`config.mk`:
```
export PLATFORM = sky130hd
export DESIGN_NAME = pong_engine
export DESIGN_NICKNAME = d
export VERILOG_FILES = /design/src/rtl/pong_pkg.sv /design/src/rtl/pong_renderer.sv /design/src/rtl/pong_engine.sv
export SDC_FILE = /design/constraint.sdc
export NUM_CORES = 1
export LEC_CHECK = 0
export ABC_AREA = 1
export BUFFER_PORTS_ARGS = -buffer_cell sky130_fd_sc_hd__buf_4
export CORE_ASPECT_RATIO = 1.5
export CORE_MARGIN = 5
export CORE_UTILIZATION = 45
export DETAILED_ROUTE_END_ITERATION = 16
export PLACE_DENSITY = 0.71
export REMOVE_ABC_BUFFERS = 1
export SYNTH_ARGS = -nofsm -noshare
export SYNTH_HDL_FRONTEND = slang
export SYNTH_SLANG_ARGS = --single-unit
export TNS_END_PERCENT = 30
```
`constraint.sdc`:
```
create_clock -name clk -period 3.5 [get_ports clk]
set_input_delay 0 -clock clk [delete_from_list [all_inputs] [get_ports clk]]
set_output_delay 0 -clock clk [all_outputs]
set_load 0.05 [all_outputs]
```
`src/rtl/pong_pkg.sv`:
```
// pong_pkg: game state encoding and default playfield geometry shared by the pong core
package pong_pkg;
  typedef enum logic [1:0] {SERVE, PLAY, POINT, GAME_OVER} state_t;
  localparam int NET_WIDTH = 3;
  localparam int DEF_COORD_W = 10;
  localparam int DEF_H_ACTIVE = 640;
  localparam int DEF_V_ACTIVE = 480;
  localparam int DEF_BALL_SIZE = 6;
  localparam int DEF_BALL_SPEED = 4;
  localparam int DEF_PADDLE_WIDTH = 6;
  localparam int DEF_PADDLE_HEIGHT = 50;
  localparam int DEF_PADDLE1_HPOS = 10;
  localparam int DEF_PADDLE2_HPOS = 624;
  localparam int DEF_NET_HPOS = 320;
  localparam int DEF_SCORE_W = 4;
  localparam int DEF_SCORE_MAX = 9;
  localparam int DEF_SERVE_FRAMES = 60;
endpackage

```
`src/rtl/pong_renderer.sv`:
```
// pong_renderer: per-pixel hit tests for ball, paddles and net with a registered colour bit
module pong_renderer
  import pong_pkg::*;
#(
  parameter int COORD_W = DEF_COORD_W,
  parameter int BALL_SIZE = DEF_BALL_SIZE,
  parameter int PADDLE_WIDTH = DEF_PADDLE_WIDTH,
  parameter int PADDLE_HEIGHT = DEF_PADDLE_HEIGHT,
  parameter int PADDLE1_HPOS = DEF_PADDLE1_HPOS,
  parameter int PADDLE2_HPOS = DEF_PADDLE2_HPOS,
  parameter int NET_HPOS = DEF_NET_HPOS
) (
  input  logic               clk,
  input  logic               reset,
  input  logic [COORD_W-1:0] hpos,
  input  logic [COORD_W-1:0] vpos,
  input  logic               de,
  input  logic [COORD_W-1:0] ball_hpos,
  input  logic [COORD_W-1:0] ball_vpos,
  input  logic               ball_show,
  input  logic [COORD_W-1:0] paddle1_vpos,
  input  logic [COORD_W-1:0] paddle2_vpos,
  output logic               pix
);
  localparam logic [COORD_W-1:0] BS = COORD_W'(BALL_SIZE);
  localparam logic [COORD_W-1:0] PW = COORD_W'(PADDLE_WIDTH);
  localparam logic [COORD_W-1:0] PH = COORD_W'(PADDLE_HEIGHT);
  localparam logic [COORD_W-1:0] P1 = COORD_W'(PADDLE1_HPOS);
  localparam logic [COORD_W-1:0] P2 = COORD_W'(PADDLE2_HPOS);
  localparam logic [COORD_W-1:0] NH = COORD_W'(NET_HPOS);
  localparam logic [COORD_W-1:0] NW = COORD_W'(NET_WIDTH);
  // wrap-around difference folds the lower and upper bound into one compare
  function automatic logic span(input logic [COORD_W-1:0] p, input logic [COORD_W-1:0] lo,
                                input logic [COORD_W-1:0] len);
    logic [COORD_W-1:0] d;
    d = p - lo;
    return d < len;
  endfunction
  logic gfx;
  assign gfx = (ball_show && span(hpos, ball_hpos, BS) && span(vpos, ball_vpos, BS))
    || (span(hpos, P1, PW) && span(vpos, paddle1_vpos, PH))
    || (span(hpos, P2, PW) && span(vpos, paddle2_vpos, PH))
    || (span(hpos, NH, NW) && !vpos[3]);
  always_ff @(posedge clk) pix <= reset ? 1'b0 : de && gfx;
endmodule

```
`src/rtl/pong_engine.sv`:
```
// pong_engine: frame-stepped pong game with scoring and serve/point/game-over flow
module pong_engine
  import pong_pkg::*;
#(
  parameter int COORD_W = DEF_COORD_W,
  parameter int H_ACTIVE = DEF_H_ACTIVE,
  parameter int V_ACTIVE = DEF_V_ACTIVE,
  parameter int BALL_SIZE = DEF_BALL_SIZE,
  parameter int BALL_SPEED = DEF_BALL_SPEED,
  parameter int PADDLE_WIDTH = DEF_PADDLE_WIDTH,
  parameter int PADDLE_HEIGHT = DEF_PADDLE_HEIGHT,
  parameter int PADDLE1_HPOS = DEF_PADDLE1_HPOS,
  parameter int PADDLE2_HPOS = DEF_PADDLE2_HPOS,
  parameter int NET_HPOS = DEF_NET_HPOS,
  parameter int SCORE_W = DEF_SCORE_W,
  parameter int SCORE_MAX = DEF_SCORE_MAX,
  parameter int SERVE_FRAMES = DEF_SERVE_FRAMES
) (
  input  logic               clk,
  input  logic               reset,
  input  logic               vsync,
  input  logic               start,
  input  logic [COORD_W-1:0] paddle1_next,
  input  logic [COORD_W-1:0] paddle2_next,
  input  logic [COORD_W-1:0] hpos,
  input  logic [COORD_W-1:0] vpos,
  input  logic               de,
  output logic               r,
  output logic               g,
  output logic               b,
  output logic [SCORE_W-1:0] score1,
  output logic [SCORE_W-1:0] score2,
  output logic               game_over
);
  localparam int W1 = COORD_W + 1;
  localparam int CNT_W = $clog2(SERVE_FRAMES + 1);
  localparam logic [COORD_W:0] BS = W1'(BALL_SIZE);
  localparam logic [COORD_W:0] SP = W1'(BALL_SPEED);
  localparam logic [COORD_W:0] PW = W1'(PADDLE_WIDTH);
  localparam logic [COORD_W:0] PH = W1'(PADDLE_HEIGHT);
  localparam logic [COORD_W:0] P1 = W1'(PADDLE1_HPOS);
  localparam logic [COORD_W:0] P2 = W1'(PADDLE2_HPOS);
  localparam logic [COORD_W:0] HA = W1'(H_ACTIVE);
  localparam logic [COORD_W:0] VA = W1'(V_ACTIVE);
  localparam logic [COORD_W-1:0] SPD = COORD_W'(BALL_SPEED);
  localparam logic [COORD_W-1:0] CX = COORD_W'(H_ACTIVE / 2);
  localparam logic [COORD_W-1:0] CY = COORD_W'(V_ACTIVE / 2);
  localparam logic [COORD_W-1:0] PMAX = COORD_W'(V_ACTIVE - PADDLE_HEIGHT);
  localparam logic [COORD_W-1:0] BMAX = COORD_W'(V_ACTIVE - BALL_SIZE);
  localparam logic [SCORE_W-1:0] SMAX = SCORE_W'(SCORE_MAX);
  localparam logic [CNT_W-1:0] CNT_END = CNT_W'(SERVE_FRAMES - 1);
  state_t state, state_n;
  logic [CNT_W-1:0] serve_cnt, serve_cnt_n;
  logic [COORD_W-1:0] ball_hpos, ball_vpos, ball_hpos_n, ball_vpos_n;
  logic [COORD_W-1:0] paddle1_vpos, paddle2_vpos;
  // dir_h: 1 = right, dir_v: 1 = down, scorer: 1 = right player took the last point
  logic dir_h, dir_v, dir_h_n, dir_v_n, scorer, scorer_n;
  logic [SCORE_W-1:0] score1_n, score2_n;
  logic vsync_q, tick, hit1, hit2, miss_l, miss_r, bounce_d, bounce_u, pix;
  logic [COORD_W:0] bh, bv, p1, p2;
  assign tick = vsync & ~vsync_q;
  assign bh = {1'b0, ball_hpos};
  assign bv = {1'b0, ball_vpos};
  assign p1 = {1'b0, paddle1_vpos};
  assign p2 = {1'b0, paddle2_vpos};
  assign hit1 = !dir_h && bh <= P1 + PW && bh + BS > P1 && bv + BS > p1 && bv < p1 + PH;
  assign hit2 = dir_h && bh <= P2 + PW && bh + BS > P2 && bv + BS > p2 && bv < p2 + PH;
  assign miss_l = !dir_h && bh < SP;
  assign miss_r = dir_h && bh + BS + SP > HA;
  assign bounce_d = dir_v && bv + BS + SP > VA;
  assign bounce_u = !dir_v && bv < SP;
  assign game_over = state == GAME_OVER;
  always_comb begin
    state_n = state;
    serve_cnt_n = serve_cnt;
    ball_hpos_n = ball_hpos;
    ball_vpos_n = ball_vpos;
    dir_h_n = dir_h;
    dir_v_n = dir_v;
    score1_n = score1;
    score2_n = score2;
    scorer_n = scorer;
    case (state)
      SERVE: begin
        serve_cnt_n = serve_cnt == CNT_END ? '0 : serve_cnt + 1'b1;
        state_n = serve_cnt == CNT_END ? PLAY : SERVE;
      end
      PLAY:
        if (!hit1 && !hit2 && (miss_l || miss_r)) begin
          state_n = POINT;
          scorer_n = miss_l;
          score1_n = miss_r && score1 != SMAX ? score1 + 1'b1 : score1;
          score2_n = miss_l && score2 != SMAX ? score2 + 1'b1 : score2;
        end else begin
          dir_h_n = hit1 ? 1'b1 : hit2 ? 1'b0 : dir_h;
          ball_hpos_n = dir_h_n ? ball_hpos + SPD : ball_hpos - SPD;
          ball_vpos_n = bounce_d ? BMAX : bounce_u ? '0 : dir_v ? ball_vpos + SPD : ball_vpos - SPD;
          dir_v_n = bounce_d ? 1'b0 : bounce_u ? 1'b1 : dir_v;
        end
      POINT:
        if ((scorer ? score2 : score1) == SMAX) state_n = GAME_OVER;
        else begin
          state_n = SERVE;
          ball_hpos_n = CX;
          ball_vpos_n = CY;
          dir_h_n = !scorer;
        end
      GAME_OVER:
        if (start) begin
          state_n = SERVE;
          serve_cnt_n = '0;
          score1_n = '0;
          score2_n = '0;
          ball_hpos_n = CX;
          ball_vpos_n = CY;
          dir_h_n = 1'b1;
        end
    endcase
  end
  always_ff @(posedge clk) begin
    if (reset) begin
      state <= SERVE;
      serve_cnt <= '0;
      ball_hpos <= CX;
      ball_vpos <= CY;
      dir_h <= 1'b1;
      dir_v <= 1'b1;
      scorer <= 1'b0;
      score1 <= '0;
      score2 <= '0;
      paddle1_vpos <= '0;
      paddle2_vpos <= '0;
      vsync_q <= 1'b0;
    end else begin
      vsync_q <= vsync;
      if (tick) begin
        state <= state_n;
        serve_cnt <= serve_cnt_n;
        ball_hpos <= ball_hpos_n;
        ball_vpos <= ball_vpos_n;
        dir_h <= dir_h_n;
        dir_v <= dir_v_n;
        scorer <= scorer_n;
        score1 <= score1_n;
        score2 <= score2_n;
        paddle1_vpos <= paddle1_next > PMAX ? PMAX : paddle1_next;
        paddle2_vpos <= paddle2_next > PMAX ? PMAX : paddle2_next;
      end
    end
  end
  pong_renderer #(
    .COORD_W(COORD_W), .BALL_SIZE(BALL_SIZE), .PADDLE_WIDTH(PADDLE_WIDTH),
    .PADDLE_HEIGHT(PADDLE_HEIGHT), .PADDLE1_HPOS(PADDLE1_HPOS),
    .PADDLE2_HPOS(PADDLE2_HPOS), .NET_HPOS(NET_HPOS)
  ) u_renderer (
    .clk(clk), .reset(reset), .hpos(hpos), .vpos(vpos), .de(de),
    .ball_hpos(ball_hpos), .ball_vpos(ball_vpos), .ball_show(state != GAME_OVER),
    .paddle1_vpos(paddle1_vpos), .paddle2_vpos(paddle2_vpos), .pix(pix)
  );
  assign r = pix;
  assign g = pix;
  assign b = pix;
endmodule

```
==> reports/metrics.cfg <==
[critical_path]
required_ns=3.79
critPathLaunchType=flop
crit_chain=clkinv_1 > nor3_1 > nand4_1 > xor2_1 > ha_1 > and3_1 > nand3b_1 > nand2_1 > nand2_1 > nand3_2 > nand4_4 > nand2_2 > nor2_4 > buf_2 > o21ai_0 > nand3_1
critPathSlowestCell=dfxtp_1
cp_num_buf_inv=2
critical_path_class=reg -> reg
max_stage_delay_ns=0.49
cp_max_fo=6
arrival_ns=3.56
critPathTopFamily=simple AND/OR/NAND/NOR gates
cpMostUsedCell=nand2_1
endpoint_kind=flop

[placement]
post-place-ws_ns=0.249
portBuffers=56
dpl-instance-area_sq_um=7220
place_congestion=0.951
dp_hpwl_um=15000

[cts]
worstSkewPairLatency_ns=0.34
root_buffer=clkbuf_16
cts_tree=yes
h-tree-depth=3
cts.sinks=58
path_clk_slew_ns=0.06
cts_buffers=9
clk_path_buf_depth=2

[timing]
finalCriticalPeriod_ns=3.27
setup_tns_ns=0
maxSlewViolCount=0
setup_viol=0
skew_ns=0.0107
rsz0062_at_grt=no
maxSlewHeadroom_pct=32.9
fmax_mhz=306
setup_slack_ns=0.230
tightest_slew_ns=1.00
finalHoldViolCount=0
fin_crit_sh_pct=93.4

[floorplan]
die_h_um=158
core-area_sq_um=14500
dieArea_sq_um=17300
dieWidth_um=109
rows=54
num_io_pins=57
start_util_pct=45.7

[yosys]
synth.avg_cell_area_sq_um=6.33
yosys.area.top_type_share_pct=17.6
synth_area_leaders=dfxtp_1 (18%), ha_1 (16%), nand2_1 (14%)
yosys.area.top_type=dfxtp_1
syn_inst=1044
synth_cell_type_count=46
syn_area_sq_um=6610
synth_seq_cells=58
synth.yosys.seq_area_share_pct=17.6
yosys_warnings=0

[route]
ant_nets=0
wl_um=19200
dr.pass1.iters=5
dr_total_vias=6943
drc=0
wl_per_cell_um=14.6
via_per_inst=5.29
drtIter0Drc=377

[power_and_ir_drop]
p_leak_nw=3.85
ir_drop_uv=226
cell_internal_pwr_w=0.00168
p_sw_share_pct=35.0
powerDensity_nw_per_um2=337
pwr-share-seq_pct=28.4
p_comb_share_pct=33.4
netSwitchingPower_w=0.000906
clockPowerShare_pct=38.2

[finish]
drive_above_1_share_pct=10.7
n_fill_cell=1510
fin_nets=1244
area_growth_pct=16.3
design_area_sq_um=7690
num_antenna_cells=0

[global_routing]
grt_first_pass_wirelength_um=31300
gr-max-usage-layer=met2
grt_max_degree=35
gr-usage-met1_pct=25.4
grt_usage_pct=22.9
antenna_found_initial=0
use_met2_pct=41.5
first_global_vias=6625
grt_remaining_overflow=0
met3_usage_pct=4.30

[min_path]
hold_class=in -> reg

[flow_run]
maxCapViolCount=0

[run_status]
status=finished clean

==> worst paths after layout <==
kind                        start         endpoint  slack, ns  cells past startpoint
hold reg to reg      serve_cnt[5]     serve_cnt[5]       0.46                      2
setup / recovery     ball_vpos[8]     ball_vpos[4]       0.23                     16
hold / removal    paddle1_next[0]  paddle1_vpos[0]      0.003                      3
setup reg to reg     ball_vpos[8]     ball_vpos[4]       0.23                     16
==> sequential cells by signal (all words and copies together), names as in the netlist <==
register,count
score2,4
vsync_q,1
ball_vpos,9
scorer,1
state,2
paddle2_vpos,10
ball_hpos,8
dir_v,1
u_renderer.pix,1
score1,4
paddle1_vpos,10
dir_h,1
serve_cnt,6
==> cells by family (layout without fill, tap and decap cells) <==
group | count (synthesis) | after routing | share of synthesized area (%)
flip-flops | 58 | 58 | 17.6
AO/OA/AOI/OAI | 153 | 153 | 13.5
XOR/XNOR | 54 | 54 | 7.16
adder cells (fa/ha/maj) | 88 | 88 | 17.0
other | 2 | 3 | 0.114
AND/OR/NAND/NOR | 516 | 517 | 34.2
buffers and inverters | 173 | 243 | 10.5
==> stage by stage <==
stage                     cells  utilization [%]  hold WS, ns  total power [W]
final                      1312             53.2      0.00308          0.00259
after CTS                  1309             52.9      0.00242          0.00259
after floorplan            1022                -       0.0691          0.00135
after global routing       1312             53.2       0.0175          0.00276
after global placement     1283             49.9        0.214          0.00158
after detailed placement   1283             49.9        0.229          0.00159
==> cell type report <==
type	count	area [sq um]	share of cell area (%)
Clock buffer	10	239	3.11
Clock inverter	6	90.1	1.17
Inverter	150	563	7.32
Timing Repair Buffer	77	601	7.81
Tap cell	196	245	3.19
Multi-Input combinational cell	815	4790	62.3
Sequential cell	58	1160	15.1
==> power groups by stage <==
stage | logic, W | clock network [W] | registers [W]
after detailed placement | 0.000841 | 0 | 0.000746
after CTS | 0.000857 | 0.00100 | 0.000733
after floorplan | 0.000608 | 0 | 0.000741
final | 0.000865 | 0.000989 | 0.000734
after global routing | 0.000987 | 0.00104 | 0.000738
after global placement | 0.000830 | 0 | 0.000747
==> timing repair <==
item                                    CTS  global route
setup buffers                             0             2
gates resized for setup                   0             6
endpoints found under the setup margin    0            22
hold endpoints to repair                 10             0
hold buffers                             10             0
==> placed cells by master, fill, tap and decap left out, drive strengths merged, types with 7 or more instances in the layout <==
| cell | count |
|---|---|
| dfxtp | 58 |
| nor3 | 16 |
| dlygate4sd3 | 10 |
| xor2 | 39 |
| a211oi | 11 |
| buf | 67 |
| nand4 | 29 |
| nor2 | 123 |
| o21ai | 41 |
| clkbuf | 10 |
| nand2 | 251 |
| nand3 | 79 |
| a221oi | 7 |
| ha | 85 |
| xnor2 | 15 |
| a21oi | 64 |
| inv | 147 |
==> layer usage <==
layer | up-vias | share of wire (%)
met5 | - | 0
met4 | 0 | 4.6
met3 | 53 | 4.3
met2 | 180 | 50
met1 | 3138 | 42
li1 | 3572 | -
==> tightest hold or removal path, stage by stage <==
cell and delay [ns]:
buf_4 0.09, a21oi_1 0.05, a211oi_1 0.15
==> cell usage after synthesis (all sizes together) <==
cell type and number:
nand2 251, inv 147, nor2 123, ha 85, nand3 78, a21oi 64
dfxtp 58, o21ai 41, xor2 39, nand4 29, nor3 16, xnor2 15
buf 12, a211oi 11, clkbuf 11, a221oi 7, or2 6, a21o 5
o21bai 5, a31oi 4, nand3b 4, nor4 4, o211ai 4, o22ai 4
and3 3, clkinv 3, fa 3, a41oi 2, conb 2, o31ai 2
a22oi 1, a31o 1, and2 1, nand2b 1, o2111ai 1, o21a 1
Note: power is estimated with default switching activity, not from simulation.
